--- config.mk ---
export PLATFORM = sky130hd
export DESIGN_NAME = avalon_pkt_guard_flat
export DESIGN_NICKNAME = d
export VERILOG_FILES = /design/src/rtl/avalon_enforcer_pkg.sv /design/src/rtl/avalon_st_if.sv /design/src/rtl/avalon_enforcer_sat_cnt.sv /design/src/rtl/avalon_pkt_guard.sv /design/src/flat_wrapper.sv
export SDC_FILE = /design/constraint.sdc
export NUM_CORES = 1
export LEC_CHECK = 0
export CAP_MARGIN = 20
export CORE_ASPECT_RATIO = 1.25
export CORE_MARGIN = 2
export CORE_UTILIZATION = 35
export DETAILED_ROUTE_END_ITERATION = 7
export MAX_ROUTING_LAYER = met4
export PLACE_DENSITY = 0.69
export SLEW_MARGIN = 10
export SYNTH_ARGS = -nofsm -noshare
export SYNTH_HDL_FRONTEND = slang
export SYNTH_SLANG_ARGS = --single-unit
--- constraint.sdc ---
create_clock -name clk -period 3.9 [get_ports clk]
set_input_delay 0.78 -clock clk [delete_from_list [all_inputs] [get_ports clk]]
set_output_delay 0.78 -clock clk [all_outputs]
set_load 0.05 [all_outputs]
--- src/rtl/avalon_enforcer_pkg.sv ---
// Shared types for the Avalon-ST packet guard.
//   state_e   : packet-tracking state (IDLE, IN_MSG, DROP)
//   viol_t    : one bit per protocol violation class
//   viol_count: number of violations raised in one cycle
package avalon_enforcer_pkg;

  typedef enum logic [1:0] {
    IDLE   = 2'd0,
    IN_MSG = 2'd1,
    DROP   = 2'd2
  } state_e;

  typedef struct packed {
    logic missing_sop;
    logic unexpected_sop;
    logic oversize;
    logic bad_empty;
  } viol_t;

  // At most two violations coincide, but the sum of all four fits too.
  localparam int VIOL_CNT_W = 3;

  function automatic logic [VIOL_CNT_W-1:0] viol_count(input viol_t v);
    return VIOL_CNT_W'(v.missing_sop) + VIOL_CNT_W'(v.unexpected_sop)
         + VIOL_CNT_W'(v.oversize)    + VIOL_CNT_W'(v.bad_empty);
  endfunction

endpackage

--- src/rtl/avalon_st_if.sv ---
// Avalon-ST bus bundle.
//   data  : 8*DATA_WIDTH_IN_BYTES bits
//   valid, sop, eop : beat qualifiers
//   empty : unused bytes on the eop beat
//   rdy   : sink ready (driven by the sink)
interface avalon_st_if #(
  parameter int DATA_WIDTH_IN_BYTES = 16
) ();
  localparam int EMPTY_W = (DATA_WIDTH_IN_BYTES > 1) ? $clog2(DATA_WIDTH_IN_BYTES) : 1;

  logic [8*DATA_WIDTH_IN_BYTES-1:0] data;
  logic                             valid;
  logic                             sop;
  logic                             eop;
  logic [EMPTY_W-1:0]               empty;
  logic                             rdy;

  modport master (output data, valid, sop, eop, empty, input  rdy);
  modport slave  (input  data, valid, sop, eop, empty, output rdy);
endinterface

--- src/rtl/avalon_enforcer_sat_cnt.sv ---
// Saturating up-counter.
//   clk, rst : clock and synchronous active-high reset
//   inc      : amount added this cycle
//   cnt      : current value, sticks at all-ones
module avalon_enforcer_sat_cnt #(
  parameter int WIDTH     = 16,
  parameter int INC_WIDTH = 3
) (
  input  logic                 clk,
  input  logic                 rst,
  input  logic [INC_WIDTH-1:0] inc,
  output logic [WIDTH-1:0]     cnt
);

  logic [WIDTH-1:0] cnt_q;
  logic [WIDTH:0]   sum;

  // One extra bit catches the wrap so we can clamp instead.
  always_comb sum = {1'b0, cnt_q} + (WIDTH + 1)'(inc);

  always_ff @(posedge clk) begin
    if (rst)           cnt_q <= '0;
    else if (sum[WIDTH]) cnt_q <= '1;
    else               cnt_q <= sum[WIDTH-1:0];
  end

  assign cnt = cnt_q;

endmodule

--- src/rtl/avalon_pkt_guard.sv ---
// Avalon-ST packet guard: repairs or discards malformed packets from an
// untrusted source. A one-beat hold register delays each beat until its
// successor is seen, so a packet can be closed retroactively with a forced eop.
//   clk, rst            : clock, synchronous active-high reset
//   untrusted_msg       : input stream (slave)
//   enforced_msg        : repaired output stream (master)
//   missing_sop_indi    : pulse, beat outside a packet without sop
//   unexpected_sop_indi : pulse, sop inside an open packet
//   oversize_indi       : pulse, packet hit MAX_MSG_LEN_IN_WORDS without eop
//   bad_empty_indi      : pulse, nonzero empty on a forwarded non-eop beat
//   err_cnt             : saturating total of all violations
module avalon_pkt_guard
  import avalon_enforcer_pkg::*;
#(
  parameter int DATA_WIDTH_IN_BYTES  = 16,
  parameter int MAX_MSG_LEN_IN_WORDS = 64,
  parameter int ERR_CNT_WIDTH        = 16
) (
  input  logic                     clk,
  input  logic                     rst,
  avalon_st_if.slave               untrusted_msg,
  avalon_st_if.master              enforced_msg,
  output logic                     missing_sop_indi,
  output logic                     unexpected_sop_indi,
  output logic                     oversize_indi,
  output logic                     bad_empty_indi,
  output logic [ERR_CNT_WIDTH-1:0] err_cnt
);

  localparam int DATA_W  = 8 * DATA_WIDTH_IN_BYTES;
  localparam int EMPTY_W = (DATA_WIDTH_IN_BYTES > 1) ? $clog2(DATA_WIDTH_IN_BYTES) : 1;
  localparam int CNT_W   = $clog2(MAX_MSG_LEN_IN_WORDS + 1);

  typedef struct packed {
    logic [DATA_W-1:0]  data;
    logic               sop;
    logic               eop;    // native or forced
    logic [EMPTY_W-1:0] empty;  // already cleared unless this is a native eop
  } beat_t;

  state_e            state_q, state_d;
  beat_t             hold_q, hold_d, in_beat;
  logic              hold_valid_q, hold_valid_d;
  logic [CNT_W-1:0]  cnt_q, cnt_d, cnt_inc;
  viol_t             viol_q, viol_d;
  logic              releasable, in_rdy, accept, release_beat, bad_empty;

  // The held beat's fate is known once it is an eop or a successor is waiting.
  assign releasable   = hold_valid_q && (hold_q.eop || untrusted_msg.valid);
  assign in_rdy       = !rst && (!hold_valid_q || (releasable && enforced_msg.rdy));
  assign accept       = untrusted_msg.valid && in_rdy;
  assign release_beat = !rst && releasable && enforced_msg.rdy;

  // State register
  always_ff @(posedge clk) begin
    if (rst) begin
      state_q      <= IDLE;
      hold_valid_q <= 1'b0;
      // NOTE: the hold datapath is reset too, so every output field reads 0 out of reset.
      hold_q       <= '0;
      cnt_q        <= '0;
      viol_q       <= '0;
    end else begin
      // NOTE: sequential state uses non-blocking assignments only.
      state_q      <= state_d;
      hold_valid_q <= hold_valid_d;
      hold_q       <= hold_d;
      cnt_q        <= cnt_d;
      viol_q       <= viol_d;
    end
  end

  // Next-state logic
  always_comb begin
    // NOTE: defaults first so no path through this block infers a latch.
    state_d      = state_q;
    hold_valid_d = hold_valid_q;
    hold_d       = hold_q;
    cnt_d        = cnt_q;
    viol_d       = '0;

    in_beat.data  = untrusted_msg.data;
    in_beat.sop   = untrusted_msg.sop;
    in_beat.eop   = untrusted_msg.eop;
    in_beat.empty = untrusted_msg.eop ? untrusted_msg.empty : '0;
    bad_empty     = !untrusted_msg.eop && (untrusted_msg.empty != '0);
    cnt_inc       = cnt_q + CNT_W'(1);

    if (release_beat) hold_valid_d = 1'b0;

    if (accept) begin
      if (untrusted_msg.sop) begin
        // sop always opens a packet; only an already open one is a violation.
        hold_d                = in_beat;
        hold_valid_d          = 1'b1;
        cnt_d                 = CNT_W'(1);
        state_d               = untrusted_msg.eop ? IDLE : IN_MSG;
        viol_d.unexpected_sop = (state_q == IN_MSG);
        viol_d.bad_empty      = bad_empty;
      end else begin
        unique case (state_q)
          IN_MSG: begin
            hold_d       = in_beat;
            hold_valid_d = 1'b1;
            cnt_d        = cnt_inc;
            if (untrusted_msg.eop) begin
              state_d = IDLE;
            end else if (cnt_inc == CNT_W'(MAX_MSG_LEN_IN_WORDS)) begin
              hold_d.eop      = 1'b1;  // empty is already 0 for a non-eop beat
              state_d         = DROP;
              viol_d.oversize = 1'b1;
            end else begin
              viol_d.bad_empty = bad_empty;
            end
          end
          IDLE: begin
            viol_d.missing_sop = 1'b1;
            state_d            = untrusted_msg.eop ? IDLE : DROP;
          end
          default: state_d = untrusted_msg.eop ? IDLE : DROP;
        endcase
      end
    end
  end

  // Outputs
  always_comb begin
    untrusted_msg.rdy  = in_rdy;
    enforced_msg.valid = 1'b0;
    enforced_msg.data  = '0;
    enforced_msg.sop   = 1'b0;
    enforced_msg.eop   = 1'b0;
    enforced_msg.empty = '0;
    if (!rst) begin
      enforced_msg.valid = releasable;
      enforced_msg.data  = hold_q.data;
      enforced_msg.sop   = hold_q.sop;
      // A waiting sop closes the open packet; the held empty is 0 in that case.
      enforced_msg.eop   = hold_q.eop || (untrusted_msg.valid && untrusted_msg.sop);
      enforced_msg.empty = hold_q.empty;
    end
  end

  assign missing_sop_indi    = viol_q.missing_sop;
  assign unexpected_sop_indi = viol_q.unexpected_sop;
  assign oversize_indi       = viol_q.oversize;
  assign bad_empty_indi      = viol_q.bad_empty;

  avalon_enforcer_sat_cnt #(
    .WIDTH     (ERR_CNT_WIDTH),
    .INC_WIDTH (VIOL_CNT_W)
  ) u_err_cnt (
    .clk (clk),
    .rst (rst),
    .inc (viol_count(viol_d)),
    .cnt (err_cnt)
  );

endmodule

--- src/flat_wrapper.sv ---
// flat-port wrapper written by rule: the top's interface ports become plain ports
module avalon_pkt_guard_flat import avalon_enforcer_pkg::*;
#(
  parameter int DATA_WIDTH_IN_BYTES  = 16,
  parameter int MAX_MSG_LEN_IN_WORDS = 64,
  parameter int ERR_CNT_WIDTH        = 16
)
  (clk, rst, missing_sop_indi, unexpected_sop_indi, oversize_indi, bad_empty_indi, err_cnt, untrusted_msg_data, untrusted_msg_valid, untrusted_msg_sop, untrusted_msg_eop, untrusted_msg_empty, untrusted_msg_rdy, enforced_msg_data, enforced_msg_valid, enforced_msg_sop, enforced_msg_eop, enforced_msg_empty, enforced_msg_rdy);
  avalon_st_if #(.DATA_WIDTH_IN_BYTES(DATA_WIDTH_IN_BYTES)) untrusted_msg_i ();
  avalon_st_if #(.DATA_WIDTH_IN_BYTES(DATA_WIDTH_IN_BYTES)) enforced_msg_i ();
  input  logic clk;
  input  logic rst;
  output logic missing_sop_indi;
  output logic unexpected_sop_indi;
  output logic oversize_indi;
  output logic bad_empty_indi;
  output logic [ERR_CNT_WIDTH-1:0] err_cnt;
  input wire logic [$bits(untrusted_msg_i.data)-1:0] untrusted_msg_data;
  input wire logic [$bits(untrusted_msg_i.valid)-1:0] untrusted_msg_valid;
  input wire logic [$bits(untrusted_msg_i.sop)-1:0] untrusted_msg_sop;
  input wire logic [$bits(untrusted_msg_i.eop)-1:0] untrusted_msg_eop;
  input wire logic [$bits(untrusted_msg_i.empty)-1:0] untrusted_msg_empty;
  output wire logic [$bits(untrusted_msg_i.rdy)-1:0] untrusted_msg_rdy;
  output wire logic [$bits(enforced_msg_i.data)-1:0] enforced_msg_data;
  output wire logic [$bits(enforced_msg_i.valid)-1:0] enforced_msg_valid;
  output wire logic [$bits(enforced_msg_i.sop)-1:0] enforced_msg_sop;
  output wire logic [$bits(enforced_msg_i.eop)-1:0] enforced_msg_eop;
  output wire logic [$bits(enforced_msg_i.empty)-1:0] enforced_msg_empty;
  input wire logic [$bits(enforced_msg_i.rdy)-1:0] enforced_msg_rdy;
  assign untrusted_msg_i.data = untrusted_msg_data;
  assign untrusted_msg_i.valid = untrusted_msg_valid;
  assign untrusted_msg_i.sop = untrusted_msg_sop;
  assign untrusted_msg_i.eop = untrusted_msg_eop;
  assign untrusted_msg_i.empty = untrusted_msg_empty;
  assign untrusted_msg_rdy = untrusted_msg_i.rdy;
  assign enforced_msg_data = enforced_msg_i.data;
  assign enforced_msg_valid = enforced_msg_i.valid;
  assign enforced_msg_sop = enforced_msg_i.sop;
  assign enforced_msg_eop = enforced_msg_i.eop;
  assign enforced_msg_empty = enforced_msg_i.empty;
  assign enforced_msg_i.rdy = enforced_msg_rdy;
  avalon_pkt_guard #(.DATA_WIDTH_IN_BYTES(DATA_WIDTH_IN_BYTES), .MAX_MSG_LEN_IN_WORDS(MAX_MSG_LEN_IN_WORDS), .ERR_CNT_WIDTH(ERR_CNT_WIDTH)) u_core (.clk(clk), .rst(rst), .untrusted_msg(untrusted_msg_i), .enforced_msg(enforced_msg_i), .missing_sop_indi(missing_sop_indi), .unexpected_sop_indi(unexpected_sop_indi), .oversize_indi(oversize_indi), .bad_empty_indi(bad_empty_indi), .err_cnt(err_cnt));
endmodule
==> After elaboration in Yosys (flattened, before gate mapping) <==
Cells that the tools add are included.
{ "classes": {"eq_ne": 3, "muxes": 32, "n_reduce_logical": 19, "n_addsub": 5} }
{ "ops": {"columns": ["op", "count"], "rows": [
  ["$mux 134", 2],
  ["$mux 128", 1],
  ["$add 16x3->17", 1],
  ["$mux 1", 16],
  ["$mux 16", 1],
  ["$mux 2", 7],
  ["$mux 7", 2],
  ["$mux 4", 3],
  ["$logic_and 1x1->1", 8],
  ["$add 7x1->7 const B", 1],
  ["$eq 7x7->1 const B", 1],
  ["$add 3x1->3", 2],
  ["$ne 4x4->1 const B", 1],
  ["$reduce_and 2->1", 2],
  ["$reduce_bool 4->1", 1],
  ["$logic_not 1->1", 3],
  ["$logic_or 1x1->1", 3],
  ["$add 1x1->2", 1],
  ["$eq 2x1->1 const B", 1],
  ["$logic_not 2->1", 1],
  ["$reduce_bool 2->1", 1]
]} }
{ "word_totals": {"elab_cells": 71, "output_inout_bits": 156, "register_bits": 164} }

==> Longest topological paths before layout <==
{ "depth": {"depth_word": 12, "depth_mapped": 18} }

==> By module <==
A second synthesis with hierarchy kept.
{ "hier_totals": {"cells_unflattened": 912, "hier_area_um2": 7090.6} }
{ "by_module_without_submodules": {"columns": ["module", "cells_each", "area_each_um2", "seq_area_each_um2", "instances"], "rows": [
  ["avalon_pkt_guard", 826, 6301.0, 2962.8, 1],
  ["avalon_enforcer_sat_cnt", 86, 789.5, 320.3, 1]
]} }

==> Least setup slack after synthesis <==
Ideal clock, no wire load.
{ "synth_timing": {"path_type": "input port to flip-flop", "startpoint": "input rst", "endpoint": "register u_core.u_err_cnt.cnt_q[13] (netlist: u_core.u_err_cnt.cnt[13])", "setup_ps": 70, "required_time_ps": 3830, "arrival_ps": 3914, "path_slack_ps": -85, "path_stages": 16, "path_cell_list": "buf_2 > nor2b_2 > and2_1 > buf_4 > nand2_1 > or4_1 > fa_1 > inv_1 > ha_1 > inv_1 > fa_1 > nor2b_1 > o2111a_1 > nand3_1 > clkbuf_1 > a21oi_1"} }
{ "synth_via": {"elab_chain_cells": 9} }
{ "synth_lines": {"columns": ["element", "line_no", "text"], "rows": [
  ["start, declared", "flat_wrapper.sv:12", "input logic rst;"],
  ["$logic_not 1->1", "avalon_pkt_guard.sv:50", "assign in_rdy = !rst && (!hold_valid_q || (releasable && enforced_msg.rdy));"],
  ["$logic_and 1x1->1", "avalon_pkt_guard.sv:50", null],
  ["$logic_and 1x1->1", "avalon_pkt_guard.sv:51", "assign accept = untrusted_msg.valid && in_rdy;"],
  ["$mux 4", "avalon_pkt_guard.sv:91", "if (accept) begin"],
  ["$add 1x1->2", "avalon_enforcer_pkg.sv:24", "return VIOL_CNT_W'(v.missing_sop) + VIOL_CNT_W'(v.unexpected_sop)"],
  ["$add 3x1->3 (2 in a row)", "avalon_enforcer_pkg.sv:25", "+ VIOL_CNT_W'(v.oversize) + VIOL_CNT_W'(v.bad_empty);"],
  ["$add 16x3->17", "avalon_enforcer_sat_cnt.sv:19", "always_comb sum = {1'b0, cnt_q} + (WIDTH + 1)'(inc);"],
  ["$mux 16", "avalon_enforcer_sat_cnt.sv:23", "else if (sum[WIDTH]) cnt_q <= '1;"],
  ["end signal, assigned", "avalon_enforcer_sat_cnt.sv:24", "else cnt_q <= sum[WIDTH-1:0];"],
  ["end, declared", "avalon_enforcer_sat_cnt.sv:15", "logic [WIDTH-1:0] cnt_q;"]
]} }
Parallel ways exist; a longest one is shown, timed or not.
A chain may end at the register's enable or synchronous reset.

==> Worst setup path in the final report <==
{ "layout_timing": {"startpoint": "input untrusted_msg_valid", "endpoint": "register u_core.u_err_cnt.cnt_q[11] (netlist: u_core.u_err_cnt.cnt[11])"} }
{ "layout_via": {"elab_chain_cells": 12} }
{ "layout_lines": {"columns": ["element", "line_no", "text"], "rows": [
  ["start, declared", "flat_wrapper.sv:19", "input wire logic [$bits(untrusted_msg_i.valid)-1:0] untrusted_msg_valid;"],
  ["$logic_or 1x1->1", "avalon_pkt_guard.sv:49", "assign releasable = hold_valid_q && (hold_q.eop || untrusted_msg.valid);"],
  ["$logic_and 1x1->1", "avalon_pkt_guard.sv:49", null],
  ["$logic_and 1x1->1", "avalon_pkt_guard.sv:50", null],
  ["$logic_or 1x1->1", "avalon_pkt_guard.sv:50", null],
  ["$logic_and 1x1->1", "avalon_pkt_guard.sv:50", null],
  ["$logic_and 1x1->1 (*)", "avalon_pkt_guard.sv:51", null],
  ["$mux 4 (*)", "avalon_pkt_guard.sv:91", null],
  ["$add 1x1->2", "avalon_enforcer_pkg.sv:24", null],
  ["$add 3x1->3", "avalon_enforcer_pkg.sv:25", null],
  ["$add 3x1->3 (*)", "avalon_enforcer_pkg.sv:25", null],
  ["$add 16x3->17 (*)", "avalon_enforcer_sat_cnt.sv:19", null],
  ["$mux 16 (*)", "avalon_enforcer_sat_cnt.sv:23", null]
]} }
Every way passes the cells marked *; elsewhere a longest branch is shown, timed or not.

==> impl_metrics.toml <==
[drt]
dr.pass1.iters = 5
ant_nets = 0
wl_um = 19900
vias = 6734
routed_via_density = 4.59
wire_per_inst_um = 13.5
drc = 0
first_iter_violations = 254

[finish]
utilization_pct = 55.0
layout_common_cells = "clkdlybuf4s50_1 (292), nand2_1 (271), dfxtp_1 (163)"
multiInputGateArea_um2 = 3520
final_layout_size_suffix_gt1_share_pct = 7.35
layout.nets = 1331
final.fill_count = 1921
final_common_cell = "clkdlybuf4s50_1"
diodes = 0
syn_to_final_growth_pct = 54.9
instances_no_fill = 1468
final_area_um2 = 11000
seq_area_um2 = 3280

[logic_synthesis]
synth_edf_count = 0
yosys_most_used_dff = "dfxtp_1"
syn_area_per_cell_um2 = 7.82
netlist_instances = 905
synth_top_cell_by_area = "dfxtp_1"
yosysWarnings = 0
ys_types = 51
postSynth.asyncResetShare_pct = 0
synthTopCellsByArea = "dfxtp_1 (46%), nand2_1 (14%), nor2b_1 (12%), a21oi_1 (11%), clkbuf_1 (2.2%)"
synth_fp_nets = 1051
syn_area_um2 = 7080
yosys.area.top_type_share_pct = 46.4
ys_seq_area_share_pct = 46.4
synth_seq_cells = 164

[place]
place.gp.congestion = 0.794
portBuffers = 293
dp_hpwl_um = 13500
dp.cells = 1435
dpl_cell_area_um2 = 10400
pre_cts_ws_ns = -0.423

[sta]
min_period_ns = 3.71
worst_pin_slew_ns = 1.12
finalSetupViolations = 0
slew_viol_final = 0
finalHoldViolCount = 0
rsz0062_at_grt = "no"
max_freq_mhz = 270
finalWorstSetupSlack_ns = 0.194
holdWs_ns = 0.448
skew_ns = 0.0101
final.setup.tns_ns = 0
maxSlewHeadroom_pct = 25.2
finalCritPeriodShare_pct = 95.0

[floorplan]
die_h_um = 163
ioPinCount = 294
rows = 58
die_area_um2 = 21400
core_um2 = 20000
die_w_um = 131
initial_core_util_pct = 35.5

[pwr]
p_leak_nw = 3.90
ir_worst_vdd_mv = 0.275
power.total_mw = 3.87
p_per_area_nw_per_um2 = 353

[grt]
grt_pass1_vias = 6280
overflow = 0
grt_pass1_wl_um = 31700
antenna_found_initial = 0
grt_usage_pct = 18.7
grt_max_degree = 175

[clocking]
cts_sinks = 164
clk_pin_slew_worst_paths_ns = 0.07
cts_buffer_depth = 2
cts_tree = "done"
cts_hold_buf = 0
root_buffer = "clkbuf_16"
cts_buffers = 17
cts_max_level = 4
clk_latency_ns = 0.42

[setup_path]
reg2reg_to = "u_core.u_err_cnt.cnt[11]"
crit_fanout = 4
critPathRequiredTime_ns = 4.20
cp-start-kind = "input pin"
reg2reg_setup_slack_ns = 0.28
r2r_start = "u_core.cnt_q[0]"
end_kind = "register"
critPathKind = "input pin to register"
reg2regPathDepth = 15
arrival_ns = 4.01

[status]
outcome = "finished, final reports clean"

[run]
maxCapViolCount = 0

[min_path]
holdPathStages = 2
hp-start = "u_core.hold_q[85]"
hold_class = "register to register"
hold_path_end = "u_core.hold_q[85]"
[layer usage]
layer	routed length (µm)	vias to the layer above	share of wire, %	track usage (%)
met5	0	-	0	-
met4	449	0	2.3	7.61
met3	1260	23	6.3	4.62
met2	9750	199	49	31.1
met1	8410	3021	42	21.8
li1	-	3491	-	-
[power by group]
part	internal [mW]	switching (mW)
clock network	0.834	0.736
registers	1.73	0.0250
logic	0.251	0.293
[sequential cells by signal (all words and copies together), names as in the netlist]
signal / cells
u_core.bad_empty_indi: 1
u_core.cnt_q: 7
u_core.hold_q: 134
u_core.hold_valid_q: 1
u_core.missing_sop_indi: 1
u_core.oversize_indi: 1
u_core.state_q: 2
u_core.u_err_cnt.cnt: 16
u_core.unexpected_sop_indi: 1
[critical path, stage by stage]
cell and delay [ns]:
clkdlybuf4s50_1 0.49, nor2b_4 0.15, and2_4 0.15, nand2_1 0.07, or4_4 0.43, fa_1 0.39, inv_1 0.07, ha_1 0.23
ha_1 0.32, a211oi_2 0.08, buf_4 0.14, nor3b_2 0.29, and3_1 0.22, xnor2_1 0.12, a21oi_1 0.08
[layout make-up]
cell class	count	share of cell area, %
inverters	9	0.308
clock inverters	14	1.07
well taps	270	3.08
multi-input cells	666	32.1
clock buffers	18	3.91
flip-flops and latches	164	29.9
repair buffers	327	29.6
[how the worst max path moves through the flow]
stage	from	endpoint	slack [ns]	cells past startpoint
2_1_floorplan	rst	u_core.u_err_cnt.cnt[13]	0.002	16
3_3_place_gp	untrusted_msg_valid	u_core.u_err_cnt.cnt[1]	-0.29	16
3_5_place_dp	untrusted_msg_valid	u_core.u_err_cnt.cnt[2]	-0.42	16
4_1_cts	untrusted_msg_valid	u_core.u_err_cnt.cnt[7]	0.02	16
5_1_grt	untrusted_msg_valid	u_core.u_err_cnt.cnt[12]	0.03	16
6_report	untrusted_msg_valid	u_core.u_err_cnt.cnt[11]	0.19	15
[logic make-up after synthesis]
| family | share of synthesized area [%] |
|---|---|
| compound gates | 14.0 |
| xor+xnor | 1.59 |
| fa+ha+maj | 1.63 |
| buf+inv | 4.93 |
| flops | 46.4 |
| mux | 0.283 |
| simple gates | 31.2 |
[synthesized netlist by cell type (2+ instances only)]
cell type  count
buf_2         12
o21ai_0        6
inv_1          9
xor2_1         6
nor4b_1        2
a21oi_1      149
a31oi_1        2
a41oi_1        3
buf_4          2
nor4_1         2
nor3_1         4
clkbuf_1      41
ha_1           6
nand3_1        9
buf_1          5
nor2b_1      135
fa_1           2
o21a_1         3
dfxtp_1      164
and4_1         2
mux2i_1        2
nand2b_1       4
and3_1         3
a22oi_1        3
buf_6          6
nand2_1      271
nor2_1        18
a211oi_1       7
xnor2_1        5
[repair_timing]
item	in CTS	in global routing
setup endpoints to repair	0	16
resized for setup	0	10
buffers inserted	0	1
No activity file was read; power rests on OpenSTA's default activity.
